## config.mk

```make
export PLATFORM = sky130hd
export DESIGN_NAME = sha3_pio_bridge
export DESIGN_NICKNAME = d
export VERILOG_FILES = /design/src/rtl/sha3_pio_bridge.sv
export SDC_FILE = /design/constraint.sdc
export NUM_CORES = 2
export LEC_CHECK = 0
export CAP_MARGIN = 20
export CORE_AREA = 5 5 752 754
export DETAILED_ROUTE_END_ITERATION = 10
export DIE_AREA = 0 0 757 759
export PLACE_DENSITY = 0.32
export SYNTH_ARGS = -nofsm -noshare
export SYNTH_HDL_FRONTEND = slang
export SYNTH_SLANG_ARGS = --single-unit
```

## constraint.sdc

```tcl
create_clock -name clk_clk -period 32.3 [get_ports clk_clk]
set_clock_uncertainty 0.15 [all_clocks]
set_input_delay 9.69 -clock clk_clk [delete_from_list [all_inputs] [get_ports clk_clk]]
set_output_delay 9.69 -clock clk_clk [all_outputs]
set_load 0.01 [all_outputs]
```

## src/rtl/sha3_pio_bridge.sv

```systemverilog
// sha3_pio_bridge: HPS PIO chunk/toggle bridge to the SHA3 core; define SHA3_BRIDGE_TIMEOUT_EN for the core watchdog
module sha3_pio_bridge #(
  parameter int WORD_W      = 32,
  parameter int N_IN        = 8,
  parameter int N_OUT       = 8,
  parameter int BLOCK_WORDS = 34,
  parameter int TIMEOUT_CYC = 4096
) (
  input  logic                          clk_clk,
  input  logic                          reset_reset,
  input  logic [N_IN*WORD_W-1:0]        hps_data_in,
  input  logic [WORD_W-1:0]             hps_ctrl,
  input  logic                          hps_flag,
  output logic                          hps_ack,
  output logic [N_OUT*WORD_W-1:0]       hps_data_out,
  output logic [WORD_W-1:0]             hps_status,
  output logic [BLOCK_WORDS*WORD_W-1:0] core_block,
  output logic                          core_start,
  output logic                          core_last,
  output logic                          core_init,
  input  logic                          core_done,
  input  logic [N_OUT*WORD_W-1:0]       core_digest
);
  localparam int CHUNKS = (BLOCK_WORDS + N_IN - 1) / N_IN;
  typedef enum logic [1:0] {WAIT_CHUNK, START, WAIT_CORE, ACK} state_t;
  state_t state;
  logic flag_q, flag_seen, last_q, digest_valid, timeout, pending, to_ev, unused_ctrl;
  logic [7:0] chunk_idx;
  logic [WORD_W-1:0] blk [BLOCK_WORDS];
  assign pending = flag_q != flag_seen;
  assign unused_ctrl = ^hps_ctrl[WORD_W-1:2];
  for (genvar g = 0; g < BLOCK_WORDS; g++) begin : g_blk
    assign core_block[g*WORD_W +: WORD_W] = blk[g];
  end
`ifdef SHA3_BRIDGE_TIMEOUT_EN
  localparam int CW = $clog2(TIMEOUT_CYC + 1);
  logic [CW-1:0] cnt;
  always_ff @(posedge clk_clk) begin
    cnt <= (reset_reset || state != WAIT_CORE) ? '0 : cnt + CW'(1);
  end
  assign to_ev = cnt == CW'(TIMEOUT_CYC - 2);
`else
  logic [31:0] unused_to;
  assign unused_to = 32'(TIMEOUT_CYC);
  assign to_ev = 1'b0;
`endif
  always_comb begin
    hps_status = '0;
    hps_status[0] = state != WAIT_CHUNK;
    hps_status[1] = digest_valid;
    hps_status[2] = timeout;
    hps_status[15:8] = chunk_idx;
  end
  always_ff @(posedge clk_clk) begin
    flag_q <= hps_flag;
    core_start <= 1'b0;
    core_init <= 1'b0;
    if (reset_reset) begin
      flag_seen <= hps_flag;
      state <= WAIT_CHUNK;
      chunk_idx <= '0;
      last_q <= 1'b0;
      digest_valid <= 1'b0;
      timeout <= 1'b0;
      hps_ack <= 1'b0;
      hps_data_out <= '0;
      core_last <= 1'b0;
      for (int w = 0; w < BLOCK_WORDS; w++) blk[w] <= '0;
    end else begin
      case (state)
        WAIT_CHUNK: if (pending) begin
          flag_seen <= flag_q;
          last_q <= hps_ctrl[0];
          timeout <= 1'b0;
          digest_valid <= 1'b0;
          if (hps_ctrl[1]) begin
            core_init <= 1'b1;
            chunk_idx <= '0;
            state <= ACK;
          end else begin
            for (int w = 0; w < BLOCK_WORDS; w++)
              if (chunk_idx == 8'(w / N_IN)) blk[w] <= hps_data_in[(w % N_IN)*WORD_W +: WORD_W];
            state <= (chunk_idx == 8'(CHUNKS - 1)) ? START : ACK;
            chunk_idx <= (chunk_idx == 8'(CHUNKS - 1)) ? chunk_idx : chunk_idx + 8'd1;
          end
        end
        START: begin
          core_start <= 1'b1;
          core_last <= last_q;
          chunk_idx <= '0;
          state <= WAIT_CORE;
        end
        WAIT_CORE: if (core_done) begin
          hps_data_out <= core_last ? core_digest : hps_data_out;
          digest_valid <= core_last;
          state <= ACK;
        end else if (to_ev) begin
          timeout <= 1'b1;
          state <= ACK;
        end
        default: begin
          hps_ack <= ~hps_ack;
          state <= WAIT_CHUNK;
        end
      endcase
    end
  end
endmodule

```

==> flow_metrics.tcl <==
set metrics [dict create \
    outcome "finished clean" \
    grt-ovfl-total 0 \
    synth-adder-area-share_pct 0.201 \
    synth_cell_types 43 \
    min_from "hps_data_out[77]$_SDFFE_PP0P_" \
    yosys_warnings 0 \
    setup_ws_ps 18490 \
    ys_seq_area_share_pct 76.5 \
    powerDensity_nw_per_um2 57.6 \
    cts_htree_levels 4 \
    r2r_slack_ps 26780 \
    reg2reg_depth 8 \
    grt.met3_usage_pct 8.61 \
    dp.cells 12800 \
    io_pins 1928 \
    synth_flop_cell "edfxtp_1" \
    synth_xor_area_share_pct 0.0351 \
    combPwrFrac_pct 12.5 \
    cp_slowest_stage_delay_ps 850 \
    wl_mm 402 \
    dieArea_um2 575000 \
    dp_hpwl_mm 323 \
    finalSetupTns_ps 0 \
    cp.arrival_ps 14130 \
    cap_viol_max_count 0 \
    path_cells "clkdlybuf4s50_1 -> or3_1 -> nor2_1 -> a21o_4 -> buf_4 -> buf_4 -> buf_4" \
    setup_violations 0 \
    final.min_clock_period_ps 13810 \
    maxSlewHeadroom_pct 27.0 \
    post_cts_resize_count 0 \
    slowest_stage "a21o_4" \
    gp_congestion 0.918 \
    fin_cells 13200 \
    initialDrtViolationCount 2621 \
    synthTopCellsByCount "edfxtp_1, and2_1, nand2_1, dfxtp_1, a21oi_1" \
    startpoint "hps_ctrl[1]" \
    reg2reg_from "chunk_idx[4]$_SDFFE_PP0P_" \
    core_um2 558000 \
    viasPerCell 2.83 \
    synth_top_family_by_area "simple AND/OR/NAND/NOR gates" \
    syn_inst 3548 \
    worstSetupPathType "input port to flip-flop" \
    p_leak_uw 0.0280 \
    grt_pass1_vias 38200 \
    wl_per_cell_um 30.5 \
    grt_pass1_wl_mm 494 \
    cp-end-kind "flip-flop" \
    clk_pin_slew_worst_paths_ps 50 \
    yosys-mux-area-fraction_pct 0.0627 \
    fillCellCount 62000 \
    vias 37300 \
    root_buffer "clkbuf_16" \
    synth-edff-count 1089 \
    seqPwrFrac_pct 42.4 \
    yosys.area_share.simple_pct 18.1 \
    gr-usage-met2_pct 22.5 \
    critPathBufInv 4 \
    synth_area_um2 49900 \
    nets 6023 \
    slew_viol_final 0 \
    final_layout_size_suffix_gt1_share_pct 6.49 \
    swShare_pct 27.1 \
    required_ps 32610 \
    gr-max-usage-layer "met2" \
    synth.avg_cell_area_um2 14.1 \
    p_int_uw 3530 \
    drc 0 \
    critPathMaxFanout 50 \
    cpMostUsedCell "buf_4" \
    postCtsSetupRepairBufs 0 \
    grt_max_degree 108 \
    clock_path_buffers 4 \
    vdd_drop_max_mv 0.0414 \
    port_buffers 1875 \
    netlist.area_leader.share_pct 65.5 \
    die_x_um 757 \
    cts_hold_buf 0 \
    grt_usage_pct 13.4 \
    cts_buffers 192 \
    synth-compound-area-share_pct 2.98 \
    area_growth_pct 68.6 \
    path_depth 7 \
    cp_top_family "buffers and inverters" \
    yosys.area.top_type "edfxtp_1" \
    netSwitchingPower_uw 1310 \
    clkPwrFrac_pct 45.1 \
    synth_seq_cells 1362 \
    max_freq_mhz 72.4 \
    finalCritPeriodShare_pct 42.8 \
    yosys-top-cells-area "edfxtp_1, and2_1, dfxtp_1" \
    hold_path_class "flip-flop to flip-flop" \
    ant_nets 0 \
    hold_violations 0 \
    clk_latency_ps 880 \
    r2r_end "blk[16][15]$_SDFFCE_PN0P_" \
    first_pass_iters 5 \
    die_y_um 759 \
    start_kind "input port" \
    antenna_found_initial 299 \
    tightest_slew_ps 1100 \
    synthArstFlopShare_pct 0 \
    rsz0062_at_grt "no" \
    cts_tree "yes" \
    cts_sinks 1362 \
    synth_most_common_cell "edfxtp_1" \
    dp_slack_ps 17520 \
    critPathCapture "blk[16][15]$_SDFFCE_PN0P_" \
    start_util_pct 8.94 \
    rows 275 \
    grt_util_met1_pct 14.4 \
]
## sequential cells by signal, summed over array words and instances, names as in the netlist
name	cells
digest_valid	1
core_start	1
last_q	1
chunk_idx	8
flag_q	1
state	2
core_init	1
core_last	1
hps_ack	1
flag_seen	1
blk	1088
hps_data_out	256
## cells by family after synthesis
family,count (synthesis)
AO/OA/AOI/OAI,289
XOR/XNOR,2
adder cells (fa/ha/maj),8
buffers and inverters,240
flip-flops,1362
multiplexers,3
other,1
AND/OR/NAND/NOR,1643
## worst min path at each step
stage	end	slack, ps	cells past startpoint
6_report	hps_data_out[77]$_SDFFE_PP0P_	300	2
2_1_floorplan	last_q$_SDFFE_PP0N_	290	2
4_1_cts	hps_data_out[77]$_SDFFE_PP0P_	310	2
5_1_grt	hps_data_out[231]$_SDFFE_PP0P_	320	2
3_3_place_gp	hps_data_out[241]$_SDFFE_PP0P_	300	2
3_5_place_dp	hps_data_out[115]$_SDFFE_PP0P_	300	2
## per-stage QoR
stage / utilization, % / hold slack, ps / cell area (um2) / power, uW
after global placement: 13.9 / 297 / 77600 / 2730
after global routing: 15.0 / 323 / 84000 / 5050
after detailed placement: 13.9 / 300 / 77700 / 2730
after floorplan: - / 286 / 50000 / 2270
final: 15.1 / 304 / 84200 / 4850
after CTS: 15.0 / 308 / 84000 / 4980
## final cells by class
type                       instances  area [um2]  area share (%)
timing repair buffer            1936       19300            22.9
antenna                           82         205           0.244
multi-input combinational       1967       10800            12.9
clock inverter                   109        1230            1.46
clock buffer                     243        5070            6.02
inverter                           8        30.0          0.0357
tap                             7479        9360            11.1
sequential                      1362       38200            45.3
## metal layers
layer / part of all wire (%) / wire (um)
met1: 37 / 148000
met2: 47 / 187000
met3: 14 / 58200
met4: 1.8 / 7370
met5: 0.32 / 1290
## power groups by stage
stage | Clock, uW | Combinational [uW] | Sequential (uW)
after detailed placement | 0 | 634 | 2090
after floorplan | 0 | 91.1 | 2170
final | 2190 | 605 | 2050
after global routing | 2350 | 638 | 2060
after CTS | 2290 | 636 | 2060
after global placement | 0 | 636 | 2090
## worst register-to-register path, delay by kind of cell (launching register included)
kind                   cells  cell delay (ps)
DFF                        1              380
AOI/OAI and AO/OA          1              850
and+or+nand+nor            3             1250
buffers and inverters      4             2400
## cells in the final DEF, fill, tap and decap left out, types with 3 or more instances in the layout
cell type and instances:
clkinv_4 7, buf_4 66, a21oi_1 264, a21o_4 3, nand2_1 521, nand3_1 4, edfxtp_1 1089, inv_6 5
bufinv_16 18, clkbuf_1 45, o21ai_0 6, inv_1 8, conb_1 22, clkinv_1 32, ha_1 8, buf_12 6
nand2b_1 3, a31oi_1 7, clkinv_2 31, clkbuf_8 5, and2_1 1088, clkinvlp_4 4, clkinv_16 7, clkdlybuf4s50_1 1862
nor2_1 8, clkbuf_16 193, dfxtp_1 273, diode_2 82
Note: power is estimated with default switching activity, not from simulation.
